[src/rtl/dmem_arb_pkg.sv]
// -----------------------------------------------------------------------------
// dmem_arb_pkg
// Shared definitions for the data-memory arbiter:
//   - port identifiers (core load/store unit vs. loader/IO DMA)
//   - the response-pipe record carried from grant to response
//   - addr_ok(): legality check for a byte address against the memory size
// No ports (package).
// -----------------------------------------------------------------------------
package dmem_arb_pkg;

    typedef logic port_t;

    localparam port_t PORT_CORE = 1'b0;
    localparam port_t PORT_DMA  = 1'b1;

    // One entry of the single-stage response pipe.
    typedef struct packed {
        logic  valid;
        port_t port;
        logic  is_read;
        logic  err;
    } rsp_t;

    // Word-aligned and inside a 2**addrw byte memory. The full 32-bit
    // address is checked, so upper bits can never alias onto low memory.
    function automatic logic addr_ok(input logic [31:0] addr, input int unsigned addrw);
        logic [31:0] upper;
        upper = addr >> addrw;
        return (upper == 32'd0) && (addr[1:0] == 2'b00);
    endfunction

endpackage

[src/rtl/dmem_arbiter_if.sv]
// -----------------------------------------------------------------------------
// dmem_arbiter_if
// Bundles both requester ports and the memory-side signals of dmem_arbiter.
//   slave  : the arbiter's view (takes requests, drives grants/responses and
//            the memory inputs, receives mem_dout)
//   master : the environment's view (requesters plus the memory itself)
// Signals per requester N=0,1:
//   pN_req/pN_we/pN_addr/pN_wdata  request, held stable until pN_gnt
//   pN_gnt                         combinational grant
//   pN_rvalid/pN_rdata/pN_err      one-cycle response pulse
// Memory side: mem_we, mem_addr, mem_din (to memory), mem_dout (from memory).
// -----------------------------------------------------------------------------
interface dmem_arbiter_if;

    logic        p0_req;
    logic        p0_we;
    logic [31:0] p0_addr;
    logic [31:0] p0_wdata;
    logic        p0_gnt;
    logic        p0_rvalid;
    logic [31:0] p0_rdata;
    logic        p0_err;

    logic        p1_req;
    logic        p1_we;
    logic [31:0] p1_addr;
    logic [31:0] p1_wdata;
    logic        p1_gnt;
    logic        p1_rvalid;
    logic [31:0] p1_rdata;
    logic        p1_err;

    logic        mem_we;
    logic [31:0] mem_addr;
    logic [31:0] mem_din;
    logic [31:0] mem_dout;

    modport slave (
        input  p0_req, p0_we, p0_addr, p0_wdata,
        input  p1_req, p1_we, p1_addr, p1_wdata,
        output p0_gnt, p0_rvalid, p0_rdata, p0_err,
        output p1_gnt, p1_rvalid, p1_rdata, p1_err,
        output mem_we, mem_addr, mem_din,
        input  mem_dout
    );

    modport master (
        output p0_req, p0_we, p0_addr, p0_wdata,
        output p1_req, p1_we, p1_addr, p1_wdata,
        input  p0_gnt, p0_rvalid, p0_rdata, p0_err,
        input  p1_gnt, p1_rvalid, p1_rdata, p1_err,
        input  mem_we, mem_addr, mem_din,
        output mem_dout
    );

endinterface

[src/rtl/dmem_arb_pick.sv]
// -----------------------------------------------------------------------------
// dmem_arb_pick
// Stateless winner select between two requesters.
//   req0, req1 : requests from port 0 / port 1
//   prefer1    : tie-break toward port 1 (round-robin pointer or the
//                anti-starvation promotion, depending on build)
//   gnt0, gnt1 : one-hot-or-zero grants
// -----------------------------------------------------------------------------
module dmem_arb_pick (
    input  logic req0,
    input  logic req1,
    input  logic prefer1,
    output logic gnt0,
    output logic gnt1
);

    assign gnt1 = req1 & (~req0 | prefer1);
    assign gnt0 = req0 & ~gnt1;

endmodule

[src/rtl/dmem_arbiter.sv]
// -----------------------------------------------------------------------------
// dmem_arbiter
// Shares a single-port data memory between the core load/store unit (port 0)
// and the loader/IO DMA (port 1). One access is granted per cycle; its
// response (read data or write ack, or an error for illegal addresses) comes
// back on the granted port one cycle later.
//
// Build option: DMEM_ARB_RR_EN
//   defined   -> round-robin arbitration (the tie goes to the port that was
//                not granted last)
//   undefined -> fixed priority for port 0, with port 1 promoted once after
//                MAX_WAIT consecutive denied cycles
//
// Ports:
//   clk   : clock, all state on posedge
//   rstn  : asynchronous active-low reset
//   bus   : dmem_arbiter_if.slave (requesters + memory side)
// Parameters:
//   ADDRW    : byte-address width of the memory
//   MAX_WAIT : denied cycles before port 1 is promoted (fixed mode, >= 1)
// -----------------------------------------------------------------------------
module dmem_arbiter
    import dmem_arb_pkg::*;
#(
    parameter int ADDRW    = 10,
    parameter int MAX_WAIT = 8
) (
    input  logic                 clk,
    input  logic                 rstn,
    dmem_arbiter_if.slave        bus
);

    logic prefer1;
    logic gnt0;
    logic gnt1;

    dmem_arb_pick u_pick (
        .req0    (bus.p0_req),
        .req1    (bus.p1_req),
        .prefer1 (prefer1),
        .gnt0    (gnt0),
        .gnt1    (gnt1)
    );

`ifdef DMEM_ARB_RR_EN
    // rr_ptr names the port that wins the next tie; it starts at port 0 and
    // flips to the other port after each grant.
    port_t rr_ptr;

    assign prefer1 = (rr_ptr == PORT_DMA);

    always_ff @(posedge clk or negedge rstn) begin
        if (!rstn) begin
            rr_ptr <= PORT_CORE;
        end else if (gnt0) begin
            rr_ptr <= PORT_DMA;
        end else if (gnt1) begin
            rr_ptr <= PORT_CORE;
        end
    end
`else
    localparam int WAIT_W = $clog2(MAX_WAIT + 1);
    localparam logic [WAIT_W-1:0] WAIT_MAX = WAIT_W'(MAX_WAIT);

    logic [WAIT_W-1:0] wait_cnt;

    assign prefer1 = (wait_cnt == WAIT_MAX);

    // Counts consecutive cycles port 1 is kept waiting; any p1 grant or a
    // dropped request starts the count over.
    always_ff @(posedge clk or negedge rstn) begin
        if (!rstn) begin
            wait_cnt <= '0;
        end else if (!bus.p1_req || gnt1) begin
            wait_cnt <= '0;
        end else if (wait_cnt != WAIT_MAX) begin
            wait_cnt <= wait_cnt + 1'b1;
        end
    end
`endif

    // Stage p0: select the granted port's fields and drive the memory.
    logic        any_gnt;
    logic        sel_we;
    logic [31:0] sel_addr;
    logic [31:0] sel_wdata;
    logic        sel_ok;

    assign any_gnt   = gnt0 | gnt1;
    assign sel_we    = gnt1 ? bus.p1_we    : bus.p0_we;
    assign sel_addr  = gnt1 ? bus.p1_addr  : bus.p0_addr;
    assign sel_wdata = gnt1 ? bus.p1_wdata : bus.p0_wdata;
    assign sel_ok    = addr_ok(sel_addr, ADDRW);

    assign bus.p0_gnt   = gnt0;
    assign bus.p1_gnt   = gnt1;
    // Illegal accesses still present their address but never write.
    assign bus.mem_we   = any_gnt & sel_we & sel_ok;
    assign bus.mem_addr = sel_addr;
    assign bus.mem_din  = sel_wdata;

    // Stage p1: response record, aligned with mem_dout of the accepted access.
    rsp_t rsp_p1;

    always_ff @(posedge clk or negedge rstn) begin
        if (!rstn) begin
            rsp_p1 <= '0;
        end else begin
            rsp_p1.valid   <= any_gnt;
            rsp_p1.port    <= gnt1 ? PORT_DMA : PORT_CORE;
            rsp_p1.is_read <= ~sel_we;
            rsp_p1.err     <= ~sel_ok;
        end
    end

    logic rvalid0;
    logic rvalid1;
    logic rdata_en;

    assign rvalid0  = rsp_p1.valid & (rsp_p1.port == PORT_CORE);
    assign rvalid1  = rsp_p1.valid & (rsp_p1.port == PORT_DMA);
    assign rdata_en = rsp_p1.is_read & ~rsp_p1.err;

    assign bus.p0_rvalid = rvalid0;
    assign bus.p0_err    = rvalid0 & rsp_p1.err;
    assign bus.p0_rdata  = (rvalid0 & rdata_en) ? bus.mem_dout : 32'd0;

    assign bus.p1_rvalid = rvalid1;
    assign bus.p1_err    = rvalid1 & rsp_p1.err;
    assign bus.p1_rdata  = (rvalid1 & rdata_en) ? bus.mem_dout : 32'd0;

endmodule
[src/flat_wrapper.sv]
// flat-port wrapper written by rule: the top's interface ports become plain ports
module dmem_arbiter_flat import dmem_arb_pkg::*;
#(
    parameter int ADDRW    = 10,
    parameter int MAX_WAIT = 8
)
  (clk, rstn, bus_p0_req, bus_p0_we, bus_p0_addr, bus_p0_wdata, bus_p1_req, bus_p1_we, bus_p1_addr, bus_p1_wdata, bus_p0_gnt, bus_p0_rvalid, bus_p0_rdata, bus_p0_err, bus_p1_gnt, bus_p1_rvalid, bus_p1_rdata, bus_p1_err, bus_mem_we, bus_mem_addr, bus_mem_din, bus_mem_dout);
  dmem_arbiter_if bus_i ();
  input  logic clk;
  input  logic rstn;
  input wire logic [$bits(bus_i.p0_req)-1:0] bus_p0_req;
  input wire logic [$bits(bus_i.p0_we)-1:0] bus_p0_we;
  input wire logic [$bits(bus_i.p0_addr)-1:0] bus_p0_addr;
  input wire logic [$bits(bus_i.p0_wdata)-1:0] bus_p0_wdata;
  input wire logic [$bits(bus_i.p1_req)-1:0] bus_p1_req;
  input wire logic [$bits(bus_i.p1_we)-1:0] bus_p1_we;
  input wire logic [$bits(bus_i.p1_addr)-1:0] bus_p1_addr;
  input wire logic [$bits(bus_i.p1_wdata)-1:0] bus_p1_wdata;
  output wire logic [$bits(bus_i.p0_gnt)-1:0] bus_p0_gnt;
  output wire logic [$bits(bus_i.p0_rvalid)-1:0] bus_p0_rvalid;
  output wire logic [$bits(bus_i.p0_rdata)-1:0] bus_p0_rdata;
  output wire logic [$bits(bus_i.p0_err)-1:0] bus_p0_err;
  output wire logic [$bits(bus_i.p1_gnt)-1:0] bus_p1_gnt;
  output wire logic [$bits(bus_i.p1_rvalid)-1:0] bus_p1_rvalid;
  output wire logic [$bits(bus_i.p1_rdata)-1:0] bus_p1_rdata;
  output wire logic [$bits(bus_i.p1_err)-1:0] bus_p1_err;
  output wire logic [$bits(bus_i.mem_we)-1:0] bus_mem_we;
  output wire logic [$bits(bus_i.mem_addr)-1:0] bus_mem_addr;
  output wire logic [$bits(bus_i.mem_din)-1:0] bus_mem_din;
  input wire logic [$bits(bus_i.mem_dout)-1:0] bus_mem_dout;
  assign bus_i.p0_req = bus_p0_req;
  assign bus_i.p0_we = bus_p0_we;
  assign bus_i.p0_addr = bus_p0_addr;
  assign bus_i.p0_wdata = bus_p0_wdata;
  assign bus_i.p1_req = bus_p1_req;
  assign bus_i.p1_we = bus_p1_we;
  assign bus_i.p1_addr = bus_p1_addr;
  assign bus_i.p1_wdata = bus_p1_wdata;
  assign bus_p0_gnt = bus_i.p0_gnt;
  assign bus_p0_rvalid = bus_i.p0_rvalid;
  assign bus_p0_rdata = bus_i.p0_rdata;
  assign bus_p0_err = bus_i.p0_err;
  assign bus_p1_gnt = bus_i.p1_gnt;
  assign bus_p1_rvalid = bus_i.p1_rvalid;
  assign bus_p1_rdata = bus_i.p1_rdata;
  assign bus_p1_err = bus_i.p1_err;
  assign bus_mem_we = bus_i.mem_we;
  assign bus_mem_addr = bus_i.mem_addr;
  assign bus_mem_din = bus_i.mem_din;
  assign bus_i.mem_dout = bus_mem_dout;
  dmem_arbiter #(.ADDRW(ADDRW), .MAX_WAIT(MAX_WAIT)) u_core (.clk(clk), .rstn(rstn), .bus(bus_i));
endmodule
[config.mk]
export PLATFORM = sky130hd
export DESIGN_NAME = dmem_arbiter_flat
export DESIGN_NICKNAME = d
export VERILOG_FILES = /design/src/rtl/dmem_arb_pkg.sv /design/src/rtl/dmem_arbiter_if.sv /design/src/rtl/dmem_arb_pick.sv /design/src/rtl/dmem_arbiter.sv /design/src/flat_wrapper.sv
export SDC_FILE = /design/constraint.sdc
export NUM_CORES = 1
export LEC_CHECK = 0
export CAP_MARGIN = 15
export CORE_AREA = 2 2 118 120
export DETAILED_ROUTE_END_ITERATION = 12
export DIE_AREA = 0 0 120 122
export SYNTH_ARGS = -nofsm -noshare
export SYNTH_HDL_FRONTEND = slang
export SYNTH_SLANG_ARGS = --single-unit
[constraint.sdc]
create_clock -name clk -period 1.8 [get_ports clk]
set_clock_uncertainty 0.15 [all_clocks]
set_input_delay 0.36 -clock clk [delete_from_list [all_inputs] [get_ports clk]]
set_output_delay 0.36 -clock clk [all_outputs]
set_load 0.01 [all_outputs]
==> run_results.csv <==
group,metric,value,unit
global_route,grt_overflow_total,0,
clock_network,root_buffer,"clkbuf_16",
worst_setup_path,critical_path_buf_inv_count,5,
worst_setup_path,cpPeakStageDelay,0.37,ns
detailed_routing,vias,3092,
clock_network,tritoncts,"yes",
floorplan,io_pins,301,
synth,ys_async_sr_fraction,1.00,
clock_network,numCtsBuffers,3,
detailed_routing,route.detailed.wl_per_inst,18.3,microns
timing,hold_violations,0,
floorplan,start_util,0.129,
synth,yosysUniqueCellTypes,25,
worst_setup_path,r2r-start,"u_core.wait_cnt[0]$_DFFE_PN0P_",
clock_network,hold_buffers,0,
worst_setup_path,regToRegSetupSlack,-0.09,ns
floorplan,die_area,0.0146,sq mm
detailed_routing,drt-initial-drc-count,37,
detailed_routing,drt_pre_antenna_iters,4,
worst_setup_path,critPathRequiredTime,1.29,ns
detailed_routing,postRouteAntennaNets,0,
timing,finalWorstSetupSlack,-0.730,ns
worst_setup_path,rr_worst_depth,11,
worst_setup_path,cpLargestDelayFamily,"buffers and inverters",
timing,fmax,0.395,GHz
clock_network,worstSkewPairLatency,0.23,ns
clock_network,clk_pin_slew,0.04,ns
synth,ys_seq_area_frac,0.115,
power,peakVddDrop,0.198,mV
global_route,antenna_found_initial,0,
power,p_total,1720,uW
place,gp_congestion,0.891,
detailed_routing,vias_per_cell,4.10,
run_status,status,"complete, but fails checks",
min_path,hp-class,"in -> async",
floorplan,die_h,122,microns
layout,seq_area,200,sq um
worst_setup_path,path_cells,"inv_1 > ha_2 > nand3b_4 > a21oi_4 > buf_6 > buf_12 > clkbuf_16 > mux2_4 > buf_6",
timing,post-route-period-util,1.41,
global_route,grt.total_usage,0.164,
power,p_leak,0.00300,uW
synth,syn_area_per_cell,8.87,sq um
worst_setup_path,worst-path-max-fanout,7,
timing,relSlewSlack,0.779,
layout,antenna_cells,0,
detailed_routing,totalWireLength,13800,microns
timing,drv_slew,0,
worst_setup_path,cp-end-kind,"output port",
detailed_routing,drc,0,
layout,drive_gt1_frac,0.645,
clock_network,clockBufferDepth,2,
layout,fin_nets,745,
floorplan,coreArea,0.0135,sq mm
synth,synth_nets,364,
synth,yosys-top-cells-count,"and2_1 (66), mux2_2 (64), nor4_1 (12)",
layout,area_growth,274,%
synth,yosys_register_bits,8,
floorplan,fp.dieW,120,microns
timing,setup-violations-final,131,
global_route,grt_max_degree,14,
synth,yosysTopAreaCellShare,0.414,
synth,yosys_warnings,0,
place,dp_hpwl,9990,microns
synth,yosysMostFrequentCell,"and2_1",
synth,synthFlopType,"dfrtp_1",
synth,synth_top_area_cell,"mux2_2",
place,numPortBuffers,300,
power,p_per_area,264,mW/mm^2
timing,finalSetupTns,-65.00,ns
global_route,grt_pass1_vias,3357,
run_status,violations,"negative setup slack",
synth,netlist_area,0.00174,sq mm
timing,min_period,2.53,ns
worst_setup_path,reg2reg_to,"u_core.rsp_p1[0]$_DFF_PN0_",
synth,synthTopCellsByArea,"mux2_2 (41%), and2_1 (24%), dfrtp_1 (12%), buf_6 (4.5%), nor4_1 (4.3%)",
worst_setup_path,cp-start-kind,"flop",
layout,multi_input_area,0.00184,sq mm
worst_setup_path,crit_type,"reg -> out",
layout,fillCellCount,1262,
global_route,grt_pass1_wl,18700,microns
synth,synthCells,196,
job,drv_cap,0,
clock_network,clock_sink_count,8,
worst_setup_path,crit_path_top_delay_cell,"dfrtp_1",
synth,synth_edf_count,0,
timing,worstMarginPinSlew,0.330,ns
worst_setup_path,cp.arrival,2.02,ns
clock_network,htreeDepth,1,
timing,rsz0062_at_grt,"yes",
worst_setup_path,path_common_cell,"buf_6",
floorplan,row_count,43,
## logic make-up (layout without fill, tap and decap cells)
kind of cell / count (synthesis) / in the layout / share of synthesized area
xor+xnor: 2 / 2 / 0.0101
fa+ha+maj: 2 / 2 / 0.0144
buf+inv: 17 / 396 / 0.0669
flops: 8 / 8 / 0.115
compound gates: 4 / 4 / 0.0237
mux: 65 / 65 / 0.420
simple gates: 98 / 98 / 0.350
## metal layers
layer,up-vias,routed length [microns],track usage,share of wire
met1,1438,4760,0.159,0.34
met5,-,0,0,0
met4,0,190,0.0287,0.014
met2,193,7660,0.341,0.55
li1,1450,-,-,-
met3,11,1220,0.0482,0.088
## report_power, final
part,total (uW),internal (uW),switching (uW)
clock,365,286,79.5
sequential,191,187,3.88
combinational,1160,789,374
## area by class of cell
class / count / share of cell area
multi-input combinational: 171 / 0.283
timing repair buffer: 389 / 0.637
sequential: 8 / 0.0308
clock buffer: 3 / 0.0115
inverter: 4 / 0.00231
tap: 180 / 0.0346
## how the worst max path moves through the flow
stage	cells past startpoint	slack, ns	start	end
after floorplan	6	-0.23	u_core.wait_cnt[0]$_DFFE_PN0P_	bus_mem_addr[0]
final	9	-0.73	u_core.wait_cnt[0]$_DFFE_PN0P_	bus_mem_addr[16]
after global placement	7	-1.08	bus_p0_addr[17]	bus_mem_we
after global routing	9	-0.79	u_core.wait_cnt[0]$_DFFE_PN0P_	bus_mem_din[13]
after detailed placement	7	-1.02	bus_p0_addr[17]	bus_mem_we
after CTS	8	-0.97	u_core.wait_cnt[1]$_DFFE_PN0P_	bus_mem_din[31]
## through the flow
step	worst slack [ns]	instances	utilization	cell area [sq um]	hold slack [ns]
after floorplan	-0.228	196	-	1760	-0.0856
after global placement	-1.08	708	0.392	5300	0.368
after detailed placement	-1.02	708	0.392	5300	0.382
after CTS	-0.969	748	0.429	5790	0.256
after global routing	-0.789	755	0.482	6500	0.277
final	-0.730	755	0.482	6500	0.247
## state kept, by name, summed over array words and instances (netlist names)
name             flops
u_core.rsp_p1        4
u_core.wait_cnt      4
## what timing repair did
item | 4_1_cts | 5_1_grt
resized for setup | 507 | 301
setup buffers | 30 | 14
pin swaps | 30 | 23
cloned | 7 | 4
endpoints found under the setup margin | 136 | 134
## cell usage in the layout (no fill, tap or decap), types with 2 or more instances in the layout
cell type,instances
buf_12,8
and2_4,65
mux2_2,12
nor4_1,7
buf_16,4
buf_6,148
clkdlybuf4s50_1,160
and3b_2,2
dfrtp_1,8
nand3_1,2
clkbuf_2,12
clkbuf_16,7
nand2_1,2
dlygate4sd2_1,7
buf_4,34
mux2_4,52
inv_1,3
nand4_1,2
buf_8,7
nor2_1,6
nor2b_4,2
nor4_2,5
buf_2,5
No activity file was read; power rests on OpenSTA's default activity.
